File: src/rtl/i2s_tx_ctrl_pkg.sv
// Shared definitions for the I2S transmit controller: FSM states, frame geometry
// and the sample formatting helper.
package i2s_tx_ctrl_pkg;

  typedef enum logic [1:0] {
    ST_IDLE  = 2'd0,
    ST_RUN   = 2'd1,
    ST_DRAIN = 2'd2
  } i2s_state_e;

  localparam int FRAME_SLOTS = 32;
  localparam int SLOT_W      = $clog2(FRAME_SLOTS);
  localparam int SAMPLE_W    = 16;

  // Offset-binary to two's complement is just an MSB flip.
  function automatic logic [SAMPLE_W-1:0] i2s_fmt(input logic [SAMPLE_W-1:0] w,
                                                  input logic              inv_msb);
    return {w[SAMPLE_W-1] ^ inv_msb, w[SAMPLE_W-2:0]};
  endfunction

endpackage

File: src/rtl/i2s_bclk_gen.sv
// Bit-clock generator: divides the system clock by 2*DIV while enabled and
// flags the cycle whose closing edge raises or lowers BCLK.
module i2s_bclk_gen #(
  parameter int DIV = 16
) (
  input  logic clock,
  input  logic reset,
  input  logic en,
  output logic bc,
  output logic fall_stb,
  output logic rise_stb
);

  localparam int              CW      = $clog2(DIV);
  localparam logic [CW-1:0]   CNT_MAX = CW'(DIV - 1);

  logic [CW-1:0] cnt_q, cnt_d;
  logic          bc_q, bc_d;
  logic          wrap;

  assign wrap = (cnt_q == CNT_MAX);

  always_comb begin
    cnt_d = cnt_q;
    bc_d  = bc_q;
    if (!en) begin
      cnt_d = '0;
      bc_d  = 1'b0;
    end else if (wrap) begin
      cnt_d = '0;
      bc_d  = ~bc_q;
    end else begin
      cnt_d = cnt_q + 1'b1;
    end
  end

  always_ff @(posedge clock) begin
    if (!reset) begin
      cnt_q <= '0;
      bc_q  <= 1'b0;
    end else begin
      cnt_q <= cnt_d;
      bc_q  <= bc_d;
    end
  end

  assign bc       = bc_q;
  assign fall_stb = en & wrap & bc_q;
  assign rise_stb = en & wrap & ~bc_q;

endmodule

File: src/rtl/i2s_tx_ctrl.sv
// Philips I2S transmitter: captures one stereo sample per 32-slot frame and
// shifts it out MSB-first, one BCLK after each word-select change.
module i2s_tx_ctrl
  import i2s_tx_ctrl_pkg::*;
#(
  parameter int DIV      = 16,
  parameter bit UNSIGNED = 1'b1
) (
  input  logic                clock,
  input  logic                reset,
  input  logic                en,
  input  logic [SAMPLE_W-1:0] l_data,
  input  logic [SAMPLE_W-1:0] r_data,
  output logic                sample_stb,
  output logic                busy,
  output logic                i2s_bc,
  output logic                i2s_lc,
  output logic                i2s_dt
);

  localparam logic [SLOT_W-1:0] LAST_SLOT = SLOT_W'(FRAME_SLOTS - 1);

  i2s_state_e              state_q, state_d;
  logic [SLOT_W-1:0]       slot_q, slot_d;
  logic                    lc_q, lc_d;
  logic [2*SAMPLE_W-1:0]   shift_q, shift_d;
  logic [SAMPLE_W-1:0]     hold_l_q, hold_l_d;
  logic [SAMPLE_W-1:0]     hold_r_q, hold_r_d;
  logic                    stb_q, stb_d;

  logic bclk_en;
  logic bc;
  logic fall_stb;
  logic bclk_rise_unused;

  assign bclk_en = (state_q != ST_IDLE);

  i2s_bclk_gen #(
    .DIV (DIV)
  ) u_bclk (
    .clock    (clock),
    .reset    (reset),
    .en       (bclk_en),
    .bc       (bc),
    .fall_stb (fall_stb),
    .rise_stb (bclk_rise_unused)
  );

  always_comb begin
    state_d  = state_q;
    slot_d   = slot_q;
    lc_d     = lc_q;
    shift_d  = shift_q;
    hold_l_d = hold_l_q;
    hold_r_d = hold_r_q;
    stb_d    = 1'b0;

    case (state_q)
      ST_IDLE: begin
        slot_d  = '0;
        lc_d    = 1'b0;
        shift_d = '0;
        if (en) begin
          state_d  = ST_RUN;
          hold_l_d = l_data;
          hold_r_d = r_data;
          stb_d    = 1'b1;
        end
      end

      ST_RUN, ST_DRAIN: begin
        if (state_q == ST_RUN && !en) begin
          state_d = ST_DRAIN;
        end
        if (fall_stb) begin
          slot_d = slot_q + 1'b1;
          lc_d   = slot_d[SLOT_W-1];
          // Slot 0 still carries the previous frame's R LSB, so reload on leaving it.
          if (slot_q == '0) begin
            shift_d = {i2s_fmt(hold_l_q, UNSIGNED), i2s_fmt(hold_r_q, UNSIGNED)};
          end else begin
            shift_d = shift_q << 1;
          end
          if (slot_q == LAST_SLOT && state_q == ST_RUN && en) begin
            hold_l_d = l_data;
            hold_r_d = r_data;
            stb_d    = 1'b1;
          end
          if (state_q == ST_DRAIN && slot_q == '0) begin
            state_d = ST_IDLE;
            slot_d  = '0;
            lc_d    = 1'b0;
            shift_d = '0;
          end
        end
      end

      default: begin
        state_d = ST_IDLE;
      end
    endcase
  end

  always_ff @(posedge clock) begin
    if (!reset) begin
      state_q  <= ST_IDLE;
      slot_q   <= '0;
      lc_q     <= 1'b0;
      shift_q  <= '0;
      hold_l_q <= '0;
      hold_r_q <= '0;
      stb_q    <= 1'b0;
    end else begin
      state_q  <= state_d;
      slot_q   <= slot_d;
      lc_q     <= lc_d;
      shift_q  <= shift_d;
      hold_l_q <= hold_l_d;
      hold_r_q <= hold_r_d;
      stb_q    <= stb_d;
    end
  end

  assign sample_stb = stb_q;
  assign busy       = (state_q != ST_IDLE);
  assign i2s_bc     = bc;
  assign i2s_lc     = lc_q;
  assign i2s_dt     = shift_q[2*SAMPLE_W-1];

endmodule

File: config.mk
export PLATFORM = sky130hd
export DESIGN_NAME = i2s_tx_ctrl
export DESIGN_NICKNAME = d
export VERILOG_FILES = /design/src/rtl/i2s_tx_ctrl_pkg.sv /design/src/rtl/i2s_bclk_gen.sv /design/src/rtl/i2s_tx_ctrl.sv
export SDC_FILE = /design/constraint.sdc
export NUM_CORES = 1
export LEC_CHECK = 0
export ABC_AREA = 1
export BUFFER_PORTS_ARGS = -buffer_cell sky130_fd_sc_hd__buf_2
export CAP_MARGIN = 20
export CORE_MARGIN = 5
export CORE_UTILIZATION = 50
export DETAILED_ROUTE_END_ITERATION = 6
export GPL_TIMING_DRIVEN = 0
export PLACE_DENSITY_LB_ADDON = 0.1
export SLEW_MARGIN = 20
export SYNTH_ARGS = -nofsm -noshare
export SYNTH_HDL_FRONTEND = slang
export SYNTH_SLANG_ARGS = --single-unit
File: constraint.sdc
create_clock -name clock -period 2.4 [get_ports clock]
set_input_delay 0.12 -clock clock [delete_from_list [all_inputs] [get_ports clock]]
set_output_delay 0.12 -clock clock [all_outputs]
set_load 0.02 [all_outputs]
## Word-level counts from Yosys, hierarchy flattened

Cells that the tools add are included.

| word-level totals | value |
|---|---|
| flip-flop bits (word level) | 78 |
| latch bits | 0 |
| RAM bits | 0 |
| ROM bits | 0 |
| bits of input ports | 35 |
| output and inout bits | 5 |
| memories kept | 0 |

| operators by class | value |
|---|---|
| add/sub/neg operators | 2 |
| multiply operators | 0 |
| divide/modulo/power cells | 0 |
| $lt $le $gt $ge | 0 |
| equal/unequal tests | 7 |
| shifts and indexed selects | 0 |
| muxes and demuxes | 27 |
| bitwise logic cells | 7 |
| reduce and logical (&&, ||, !) cells | 14 |

Operators by type and width:

| operator | count |
|---|---|
| $mux 16 | 6 |
| $mux 32 | 3 |
| $pmux 16 s2 | 2 |
| $pmux 32 s2 | 1 |
| $mux 5 | 2 |
| $pmux 5 s2 | 1 |
| $mux 2 | 4 |
| $ne 2x2->1 const B | 3 |
| $add 5x1->5 const B | 1 |
| $eq 5x5->1 const B | 1 |
| $logic_not 5->1 | 1 |
| $mux 1 | 5 |
| $not 1->1 | 5 |
| $add 4x1->4 const B | 1 |
| $eq 4x4->1 const B | 1 |
| $logic_and 1x1->1 | 4 |
| $pmux 1 s2 | 2 |
| $pmux 2 s2 | 1 |
| $reduce_and 2->1 | 2 |
| $reduce_and 4->1 | 1 |
| $reduce_bool 2->1 | 2 |
| $reduce_or 3->1 | 1 |
| $and 1x1->1 | 2 |
| $eq 2x1->1 const B | 1 |
| 4 further kinds | 4 |

## Depth between registers and ports, before layout

| logic depth | value |
|---|---|
| word-level depth | 6 |
| mapped depth | 12 |
| depth with buffers taken out | 11 |

## Hierarchy

A second synthesis with hierarchy kept.

| unflattened totals | value |
|---|---|
| cell total of the unflattened synthesis | 484 |
| area total of the unflattened synthesis | 3497.1 um^2 |

Modules (own cells, without submodules):

| module | instances | cells each | area each (um^2) | seq. area each (um^2) |
|---|---|---|---|---|
| i2s_tx_ctrl | 1 | 457 | 3284.4 | 1441.4 |
| i2s_bclk_gen | 1 | 27 | 212.7 | 100.1 |

## Worst setup path before layout

Ideal clock, no wire load.

| timing | value |
|---|---|
| kind | reg-to-reg |
| from | register state_q[0] |
| to | register shift_q[10] |
| setup time | 0.117 ns |
| arrival | 1.541 ns |
| data required time | 2.283 ns |
| setup slack | 0.742 ns |
| stages on the path, launching flop included | 12 |
| cells stage by stage | dfxtp_1 -> inv_1 -> ha_1 -> inv_2 -> nand2_2 -> nor2_2 -> nand2_2 -> nand2_4 -> inv_2 -> buf_2 -> a21oi_1 -> nor2_1 |

| between the ends | value |
|---|---|
| word-level cells in the longest chain between the ends | 5 |
| elaborated cells on any way between the ends | 14 |
| classes of those cells | 3 x eq/ne; 3 x mux; 2 x bitwise; 6 x reduce/logical |

Ends and longest elaborated chain:

| what | line | RTL |
|---|---|---|
| start, declared | i2s_tx_ctrl.sv:23 | `i2s_state_e state_q, state_d;` |
| start signal, assigned | i2s_tx_ctrl.sv:114 | `state_q <= state_d;` |
| $reduce_bool 2->1 | -- |  |
| net busy | i2s_tx_ctrl.sv:15 | `output logic busy,` |
| $and 1x1->1 (2 in a row) | i2s_bclk_gen.sv:48 | `assign fall_stb = en & wrap & bc_q;` |
| $ne 2x2->1 (no line) | -- |  |
| $reduce_and 2->1 (no line) | -- |  |
| end signal, assigned | i2s_tx_ctrl.sv:117 | `shift_q <= shift_d;` |
| end, declared | i2s_tx_ctrl.sv:26 | `logic [2*SAMPLE_W-1:0] shift_q, shift_d;` |

The timed path passes the listed nets, and every way through them passes these cells. The select of a mux whose other input is x is not followed.
A chain may end at the register's enable or synchronous reset.

## Worst setup path in the final report

| timing | value |
|---|---|
| from | register state_q[0] |
| to | register hold_l_q[10] |

| between the ends | value |
|---|---|
| word-level cells in the longest chain between the ends | 5 |
| elaborated cells on any way between the ends | 15 |
| classes of those cells | 5 x eq/ne; 1 x mux; 2 x bitwise; 7 x reduce/logical |

Ends and longest elaborated chain:

| what | line | RTL |
|---|---|---|
| $reduce_bool 2->1 or $eq 2x1->1 (tied branches) | i2s_tx_ctrl.sv:36, i2s_tx_ctrl.sv:58, i2s_tx_ctrl.sv:84 |  |
| $and 1x1->1 or $logic_and 1x1->1 (tied branches) (2 in a row) | i2s_bclk_gen.sv:48, i2s_tx_ctrl.sv:84 |  |
| $ne 2x2->1 (no line) | -- |  |
| $reduce_and 4->1 (no line) | -- |  |
| end signal, assigned | i2s_tx_ctrl.sv:118 | `hold_l_q <= hold_l_d;` |
| end, declared | i2s_tx_ctrl.sv:27 | `logic [SAMPLE_W-1:0] hold_l_q, hold_l_d;` |

Several ways; a longest one is shown, not always the timed one.

==> flow_summary.yaml <==
outcome:
  status: "complete, no violations"
synth:
  synthesis.nets: 525
  synth_fa_ha_area_frac: 0.0294
  netlist.area_leader.share: 0.453
  synth_flop_cell: "dfxtp_1"
  synth-xor-area-share: 0.00515
  synth_top_area_cell: "dfxtp_1"
  async_reset_ff_frac: 0
  synth-simple-area-share: 0.283
  synthTopCellsByArea: "dfxtp_1 45%, nand2_1 14%, nor2_1 11%"
  synth_seq_area_share: 0.453
  yosysUniqueCellTypes: 26
  synthTopCellsByCount: "126 x nand2_1, 101 x nor2_1, 77 x dfxtp_1"
  synth_most_common_cell: "nand2_1"
  synth_cells: 482
  synth_compound_area_frac: 0.159
  synth-seq-cells: 77
  syn_avg_cell_area_sq_um: 7.05
  synth_edf_count: 0
  synthMuxAreaShare: 0
  yosysWarnings: 0
  synth_area_sq_mm: 0.00340
  synth_top_family_by_area: "simple AND/OR/NAND/NOR gates"
routing:
  drt-initial-drc-count: 112
  first_pass_iters: 4
  drt-wirelength-per-cell_um: 12.0
  routed_wl_um: 7380
  drc: 0
  via_count: 3047
  via_per_inst: 4.94
  antenna_left: 0
place:
  hpwl_um: 5270
  place_congestion: 0.899
  portBuffers: 39
  placed_cells: 601
clock_network:
  cts_buffer_depth: 2
  insertion_delay_ps: 360
  cts.repair.resized: 0
  clock_sinks: 77
  hold_buffers: 0
  clk_pin_slew_ps: 80
  cts_made_buffers: 9
  cts_max_level: 3
  cts_tree: "done"
  cts_setup_buffers: 0
  cts-root-buf: "clkbuf_8"
die:
  die_height_um: 92.5
  die-area_sq_mm: 0.00855
  dieWidth_um: 92.5
  ioPinCount: 40
  initial_core_util: 0.506
  core_area_sq_mm: 0.00672
  rows: 30
worst_setup_path:
  cp_slowest_cell: "ha_1"
  slowest_delay_ps: 400
  critPathMostFrequentCell: "nand2_1"
  cp-start-kind: "register"
  worstPathMaxFanout: 10
  path_class: "reg -> reg"
  cp.arrival_ps: 2250
  required_ps: 2640
  crit_path_end_kind: "register"
  path_cells: "inv_1, ha_1, inv_2, nand2_1, nand2_1, nand3_2, buf_2, o21ai_0, nor2_1"
timing:
  worst_pin_slew_ps: 475
  clock_skew_ps: 12.5
  slew_headroom: 0.684
  max_freq_mhz: 500
  period_minus_slack_ps: 2000
  finalSetupViolCount: 0
  finalSetupTns_ps: 0
  rsz0062_at_grt: "no"
  hold_viol: 0
  post-route-period-util: 0.834
  slew_violations: 0
final_layout:
  drive_above_1_share: 0.169
  diodes: 0
  fin_cells: 617
  area_growth_pct: 16.0
  final_nets: 575
grt:
  antenna_found_initial: 0
  grt_overflow_total: 0
  grt_pass1_wl_um: 12900
  grt_usage: 0.188
  first_global_vias: 2877
  grt_max_degree: 14
pwr:
  power_density_mw_per_mm2: 919
  p_leak_uw: 0.00175
  vdd_drop_max_uv: 467
hold_path:
  hp-class: "in -> reg"
flow_run:
  drv_cap: 0
## worst paths after layout
| path | slack, ps | from | end | depth (start not counted) |
|---|---|---|---|---|
| max reg2reg | 400 | state_q[0]$_SDFFE_PN0N_ | hold_l_q[10]$_SDFFE_PN0P_ | 9 |
| max | 400 | state_q[0]$_SDFFE_PN0N_ | hold_l_q[10]$_SDFFE_PN0P_ | 9 |
| min | 7 | r_data[12] | hold_r_q[12]$_SDFFE_PN0P_ | 3 |
| min reg2reg | 450 | u_bclk.cnt_q[0]$_SDFF_PP0_ | u_bclk.cnt_q[0]$_SDFF_PP0_ | 1 |
## flip-flops by register name, indices dropped and copies added, names as in the netlist
| register | flops |
|---|---|
| hold_l_q | 16 |
| hold_r_q | 16 |
| sample_stb | 1 |
| shift_q | 32 |
| slot_q | 5 |
| state_q | 2 |
| u_bclk.bc | 1 |
| u_bclk.cnt_q | 4 |
## critical path, delay by kind of cell, from the launching register on
kind                       cells  cell delay, ps
DFF                            1             390
adders and majority gates      1             400
buffers and inverters          3             460
AOI/OAI and AO/OA              1             180
and+or+nand+nor                4             460
## through the flow
step	worst slack [ps]	instance area (sq um)	util	hold slack [ps]	power, uW
after floorplan	742	3400	-	268	2230
after global placement	385	3690	0.550	353	2450
after detailed placement	386	3690	0.550	371	2460
after CTS	366	3940	0.587	4.37	3650
after global routing	204	3940	0.587	18.7	3860
final	399	3940	0.587	7.07	3620
## layout by cell type, fill, tap and decap left out, types with 2 or more instances in the layout
cell type and n:
nand2_1 126, nor2_1 101, dfxtp_1 77, o21ai_0 56, buf_2 50, a21oi_1 39
inv_1 12, clkbuf_8 10, o21ai_1 8, ha_1 8, clkbuf_1 7, inv_2 6
buf_6 5, buf_4 4, nand3_1 4, nand2_2 3, nor3_1 3, bufinv_16 3
nand3_2 2, nor2_2 2, clkinvlp_4 2
## cell families (layout without fill, tap and decap cells)
logic type,count (synthesis),in the layout
and+or+nand+nor,244,244
AOI/OAI and AO/OA,105,105
DFF,77,77
buffers and inverters,46,101
adders and majority gates,8,8
xor gates and xnor gates,2,2
## area by class of cell
type | instances | area, sq um
Sequential cell | 77 | 1540
Clock buffer | 10 | 138
Fill cell | 662 | 2780
Multi-Input combinational cell | 359 | 1620
Inverter | 18 | 67.6
Timing Repair Buffer | 39 | 195
Clock inverter | 6 | 110
Tap cell | 80 | 100
Buffer | 28 | 171
## report_power, final
group | total (uW) | internal, uW | switching (uW)
Sequential | 1530 | 1440 | 87.5
Combinational | 896 | 325 | 571
Clock | 1190 | 717 | 477
Total | 3620 | 2490 | 1140
## metal layers
| layer | part of all wire | vias to the layer above | track usage |
|---|---|---|---|
| met3 | 0.034 | 10 | 0.0325 |
| met1 | 0.48 | 1357 | 0.240 |
| li1 | - | 1634 | - |
| met4 | 0.018 | 0 | 0.0854 |
| met5 | 0 | - | 0 |
| met2 | 0.47 | 46 | 0.308 |
No activity file was read; power rests on OpenSTA's default activity.
